[src/rtl/flash_req_arbiter.sv]
// flash_req_arbiter: round-robin arbiter for two requesters
// sharing one APB port to a SPI flash controller.
module flash_req_arbiter #(
  parameter int APBBITWIDE  = 32,
  parameter int WAIT_CYCLES = 40
) (
  input  logic                  p_clk,
  input  logic                  p_rst_n,
  input  logic                  r0_req,
  input  logic                  r0_write,
  input  logic [APBBITWIDE-1:0] r0_addr,
  input  logic [APBBITWIDE-1:0] r0_wdata,
  output logic                  r0_ack,
  output logic [APBBITWIDE-1:0] r0_rdata,
  input  logic                  r1_req,
  input  logic                  r1_write,
  input  logic [APBBITWIDE-1:0] r1_addr,
  input  logic [APBBITWIDE-1:0] r1_wdata,
  output logic                  r1_ack,
  output logic [APBBITWIDE-1:0] r1_rdata,
  output logic [APBBITWIDE-1:0] m_addr,
  output logic                  m_write,
  output logic                  m_sel_x,
  output logic                  m_enable,
  output logic [APBBITWIDE-1:0] m_wdata,
  input  logic [APBBITWIDE-1:0] m_rdata,
  output logic                  busy
);

  typedef enum logic [2:0] {
    S_IDLE,
    S_SETUP,
    S_ACCESS,
    S_WAIT,
    S_DONE
  } state_e;

  localparam logic [7:0] CNT_LOAD = 8'(WAIT_CYCLES - 1);

  state_e                  state_q, state_d;
  logic [7:0]              cnt_q, cnt_d;
  logic                    ptr_q, ptr_d;
  logic                    gnt_q, gnt_d;
  logic                    wr_q, wr_d;
  logic [APBBITWIDE-1:0]   addr_q, addr_d;
  logic [APBBITWIDE-1:0]   wdata_q, wdata_d;
  logic [APBBITWIDE-1:0]   rdata0_q, rdata0_d;
  logic [APBBITWIDE-1:0]   rdata1_q, rdata1_d;
  logic                    sel_q, sel_d;
  logic                    en_q, en_d;
  logic                    ack0_q, ack0_d;
  logic                    ack1_q, ack1_d;
  logic                    busy_q, busy_d;
  logic                    win;

  // Next state, arbitration, latching and registered-output decode.
  always_comb begin
    state_d  = state_q;
    cnt_d    = cnt_q;
    ptr_d    = ptr_q;
    gnt_d    = gnt_q;
    wr_d     = wr_q;
    addr_d   = addr_q;
    wdata_d  = wdata_q;
    rdata0_d = rdata0_q;
    rdata1_d = rdata1_q;
    win      = 1'b0;
    unique case (state_q)
      S_IDLE: begin
        if (r0_req | r1_req) begin
          win     = (r0_req & r1_req) ? ~ptr_q : r1_req;
          gnt_d   = win;
          ptr_d   = win;
          wr_d    = win ? r1_write : r0_write;
          addr_d  = win ? r1_addr  : r0_addr;
          wdata_d = win ? r1_wdata : r0_wdata;
          state_d = S_SETUP;
        end
      end
      S_SETUP: state_d = S_ACCESS;
      S_ACCESS: begin
        state_d = S_WAIT;
        cnt_d   = CNT_LOAD;
      end
      S_WAIT: begin
        if (cnt_q == 8'd0) state_d = S_DONE;
        else cnt_d = cnt_q - 8'd1;
      end
      S_DONE: begin
        state_d = S_IDLE;
        if (!wr_q) begin
          if (gnt_q) rdata1_d = m_rdata;
          else rdata0_d = m_rdata;
        end
      end
      default: state_d = S_IDLE;
    endcase
    sel_d  = (state_d == S_SETUP) || (state_d == S_ACCESS);
    en_d   = (state_d == S_ACCESS);
    busy_d = (state_d != S_IDLE);
    ack0_d = (state_d == S_DONE) && !gnt_d;
    ack1_d = (state_d == S_DONE) && gnt_d;
  end

  // State and output registers; pointer resets to 1 so r0 wins the first tie.
  always_ff @(posedge p_clk or negedge p_rst_n) begin
    if (!p_rst_n) begin
      state_q  <= S_IDLE;
      cnt_q    <= '0;
      ptr_q    <= 1'b1;
      gnt_q    <= 1'b0;
      wr_q     <= 1'b0;
      addr_q   <= '0;
      wdata_q  <= '0;
      rdata0_q <= '0;
      rdata1_q <= '0;
      sel_q    <= 1'b0;
      en_q     <= 1'b0;
      ack0_q   <= 1'b0;
      ack1_q   <= 1'b0;
      busy_q   <= 1'b0;
    end else begin
      state_q  <= state_d;
      cnt_q    <= cnt_d;
      ptr_q    <= ptr_d;
      gnt_q    <= gnt_d;
      wr_q     <= wr_d;
      addr_q   <= addr_d;
      wdata_q  <= wdata_d;
      rdata0_q <= rdata0_d;
      rdata1_q <= rdata1_d;
      sel_q    <= sel_d;
      en_q     <= en_d;
      ack0_q   <= ack0_d;
      ack1_q   <= ack1_d;
      busy_q   <= busy_d;
    end
  end

  assign m_addr   = addr_q;
  assign m_write  = wr_q;
  assign m_wdata  = wdata_q;
  assign m_sel_x  = sel_q;
  assign m_enable = en_q;
  assign r0_ack   = ack0_q;
  assign r1_ack   = ack1_q;
  assign r0_rdata = rdata0_q;
  assign r1_rdata = rdata1_q;
  assign busy     = busy_q;

endmodule

[config.mk]
export PLATFORM = sky130hd
export DESIGN_NAME = flash_req_arbiter
export DESIGN_NICKNAME = d
export VERILOG_FILES = /design/src/rtl/flash_req_arbiter.sv
export SDC_FILE = /design/constraint.sdc
export NUM_CORES = 1
export LEC_CHECK = 0
export CAP_MARGIN = 20
export CORE_AREA = 10 10 137 139
export CTS_CLUSTER_DIAMETER = 60
export DETAILED_ROUTE_END_ITERATION = 10
export DIE_AREA = 0 0 147 149
export PLACE_DENSITY = 0.78
export SLEW_MARGIN = 20
export SYNTH_ARGS = -nofsm -noshare
export SYNTH_HDL_FRONTEND = slang
export SYNTH_SLANG_ARGS = --single-unit
[constraint.sdc]
create_clock -name p_clk -period 2.2 [get_ports p_clk]
set_input_delay 0.44 -clock p_clk [delete_from_list [all_inputs] [get_ports p_clk]]
set_output_delay 0.44 -clock p_clk [all_outputs]
set_load 0.005 [all_outputs]
==> flow_summary_export.csv <==
group,metric,value,unit
route,drt_iter0_drc,223,
timing,final.setup_skew,0.007172,ns
synth,syn-num-nets,662,
route,wire_per_inst,19.41,µm
route,vias,5005,
timing,period_needed,2.118,ns
power_and_ir_drop,vdd_ir_drop_max,0.0005369,V
min_path,hold_path_class,"register to register",
setup_path,reg2reg_from,"cnt_q[1]",
timing,fin_crit_sh,0.9629,
cts,clkSlewWorstSetupHoldPaths,0.05,ns
route,final_antenna_net_count,0,
min_path,hold_depth,2,
setup_path,end_kind,"register",
setup_path,arrival,2.43,ns
floorplan,rows,47,
finish,final_layout_size_suffix_gt1_frac,0.1507,
setup_path,critPathMaxStageDelay,0.52,ns
grt,grt_overflow,0,
floorplan,core-area,16170,µm²
synth,ys_seq_elements,147,
cts,numCtsBuffers,17,
timing,setup_tns,0,ns
cts,clockBufferDepth,2,
synth,syn_area,6290,µm²
finish,fill_cells,1209,
cts,clk_latency,0.42,ns
setup_path,reg2reg_depth,6,
timing,setup_violations,0,
synth,ys_types,41,
place,postPlaceCellArea,9683,µm²
power_and_ir_drop,power.leakage,0.004482,µW
finish,syn_to_final_growth,62.72,%
route,drt-total-wl,20110,µm
setup_path,critPathKind,"register to register",
setup_path,required,2.51,ns
cts,ctsResizeCount,0,
timing,report.final.slew_viol_count,0,
setup_path,r2r_end,"cnt_q[1]",
timing,rsz0062_at_grt,"no",
finish,diodes,0,
synth,syn_inst,495,
power_and_ir_drop,p_total,7878,µW
grt,grt_max_degree,58,
route,drtPass1Iterations,6,
cts,cts_root_buffer,"clkbuf_16",
setup_path,setup.worst_path.start_class,"register",
setup_path,cp_slowest_cell,"or4_4",
setup_path,critical_path.top_delay_family,"simple AND/OR/NAND/NOR gates",
grt,grt_usage,0.1814,
finish,nets,971,
setup_path,cp_max_fo,4,
flow_run,drv_cap,0,
timing,final_hold_viol_count,0,
route,route.detailed.drc,0,
place,place_congestion,0.7952,
synth,avgSynthCellArea,12.71,µm²
grt,antenna_found_initial,0,
timing,max_freq,0.4720,GHz
synth,synth_edf_count,0,
finish,finish.instance_area,10230,µm²
finish,post-route-util,0.6329,
cts,htreeDepth,4,
min_path,min_from,"m_wdata[25]",
floorplan,die_h,149,µm
grt,grt_pass1_vias,5676,
cts,cts_sinks,147,
floorplan,die_w,147,µm
setup_path,r2r_setup_slack,0.08,ns
cts,cts_tree,"yes",
grt,grt_pass1_wl,31500,µm
run_status,status,"completed",
timing,fin_hold_ws,0.4776,ns
place,hpwl,15960,µm
floorplan,die_area,21900,µm²
synth,ys_dominant_reg_cell,"dfrtp_1",
synth,synthArstFlopShare,1.000,
floorplan,io_pins,300,
route,routed_via_density,4.831,
setup_path,path_cells,"inv_1 > ha_1 > or3b_2 > or4_4 > mux2i_1 > a22oi_1",
floorplan,initial_utilization,0.3889,
setup_path,critical_path_buf_inv_count,1,
power_and_ir_drop,power_density,769.7,nW/µm²
timing,tightest_slew,0.5899,ns
place,portBuffers,299,
synth,yosysSeqAreaShare,0.5850,
synth,ys.warnings.count,0,
min_path,min_to,"m_wdata[25]",
timing,maxSlewHeadroom,0.6057,
[tightest hold or removal path, delay by kind of cell (launching register included)]
| family | cells | cell delay (ns) |
|---|---|---|
| compound gates | 1 | 0.06 |
| simple gates | 1 | 0.04 |
| flops | 1 | 0.34 |
[sequential cells by signal, indices dropped and copies added (netlist names)]
| name | cells |
|---|---|
| busy | 1 |
| cnt_q | 8 |
| gnt_q | 1 |
| m_addr | 32 |
| m_enable | 1 |
| m_sel_x | 1 |
| m_wdata | 32 |
| m_write | 1 |
| ptr_q | 1 |
| r0_ack | 1 |
| r0_rdata | 32 |
| r1_ack | 1 |
| r1_rdata | 32 |
| state_q | 3 |
[area by class of cell]
cell class	count	area, µm²	area share
Multi-Input combinational cell	313	2465	0.2408
Clock buffer	20	436.7	0.04267
Tap cell	220	275.3	0.02689
Timing Repair Buffer	320	3254	0.3180
Inverter	5	18.77	0.001834
Sequential cell	147	3680	0.3595
Clock inverter	11	105.1	0.01027
[cell families after synthesis]
group | Yosys count | share of synthesized area
flip-flops | 147 | 0.5850
XOR/XNOR | 4 | 0.005569
multiplexers | 130 | 0.2375
buffers and inverters | 35 | 0.02805
adder cells (fa/ha/maj) | 1 | 0.001989
AO/OA/AOI/OAI | 82 | 0.07022
AND/OR/NAND/NOR | 96 | 0.07161
[worst max path at each step]
stage              from          end  slack (ns)  depth (start not counted)
6_report       cnt_q[1]     cnt_q[1]        0.08                          6
3_3_place_gp     r0_req   m_wdata[7]        0.22                          6
3_5_place_dp     r0_req  m_wdata[29]        0.14                          6
2_1_floorplan  cnt_q[0]     cnt_q[1]        0.31                          6
4_1_cts        cnt_q[1]     cnt_q[1]        0.08                          6
5_1_grt        cnt_q[0]     cnt_q[1]        0.02                          6
[metal layers]
layer | vias to the layer above | global-route usage | routed length (µm)
met5 | - | 0 | 0
met4 | 0 | 0.06591 | 491
met3 | 28 | 0.08283 | 1761
met2 | 230 | 0.2982 | 9730
met1 | 2399 | 0.2043 | 8124
li1 | 2348 | - | -
[report_power, final]
| group | switching [µW] | internal (µW) |
|---|---|---|
| sequential | 239 | 3090 |
| combinational | 714 | 1170 |
| clock | 1120 | 1550 |
[Yosys cell counts, types with 2 or more instances]
| cell | number | share of area |
|---|---|---|
| xnor2_1 | 4 | 0.0056 |
| dfrtp_1 | 146 | 0.58 |
| nand2b_1 | 2 | 0.0020 |
| a211oi_1 | 2 | 0.0024 |
| clkbuf_1 | 7 | 0.0042 |
| nor4b_2 | 2 | 0.0048 |
| mux2_4 | 30 | 0.072 |
| mux2i_1 | 66 | 0.11 |
| nand2_1 | 70 | 0.042 |
| buf_2 | 18 | 0.014 |
| buf_6 | 3 | 0.0054 |
| or3_1 | 3 | 0.0030 |
| inv_1 | 5 | 0.0030 |
| o21ai_0 | 69 | 0.055 |
| nor2_1 | 5 | 0.0030 |
| nand3_1 | 2 | 0.0016 |
| buf_1 | 2 | 0.0012 |
| a21oi_1 | 3 | 0.0024 |
| and2_1 | 2 | 0.0020 |
| mux2_2 | 33 | 0.059 |
[timing repair]
action | in CTS | in global routing
buffers inserted | 0 | 0
hold buffers | 1 | 0
endpoints found under the hold margin | 46 | 0
[metrics by stage]
step                worst slack [ns]  std cells
CTS                          0.07638       1036
detailed placement            0.1386       1004
global placement              0.2193       1004
global route                 0.02030       1036
floorplan                     0.3103        495
finish                       0.08153       1036
[cells in the final DEF, fill, tap and decap left out, drive strengths merged, types with 2 or more instances in the layout]
cell | netlist | routed
or3 | 3 | 3
nor4b | 3 | 3
nand2b | 2 | 2
a211oi | 2 | 2
nand2 | 70 | 70
buf | 23 | 21
clkinv | 0 | 4
clkbuf | 7 | 20
inv | 5 | 7
or4 | 2 | 2
clkdlybuf4s50 | 0 | 298
a21oi | 3 | 3
o21ai | 70 | 70
mux2i | 66 | 66
mux2 | 64 | 64
nor2 | 5 | 5
or3b | 2 | 2
clkinvlp | 0 | 4
xnor2 | 4 | 4
nand3 | 2 | 2
and2 | 2 | 2
dfrtp | 146 | 146
(Power assumes the default switching activity.)
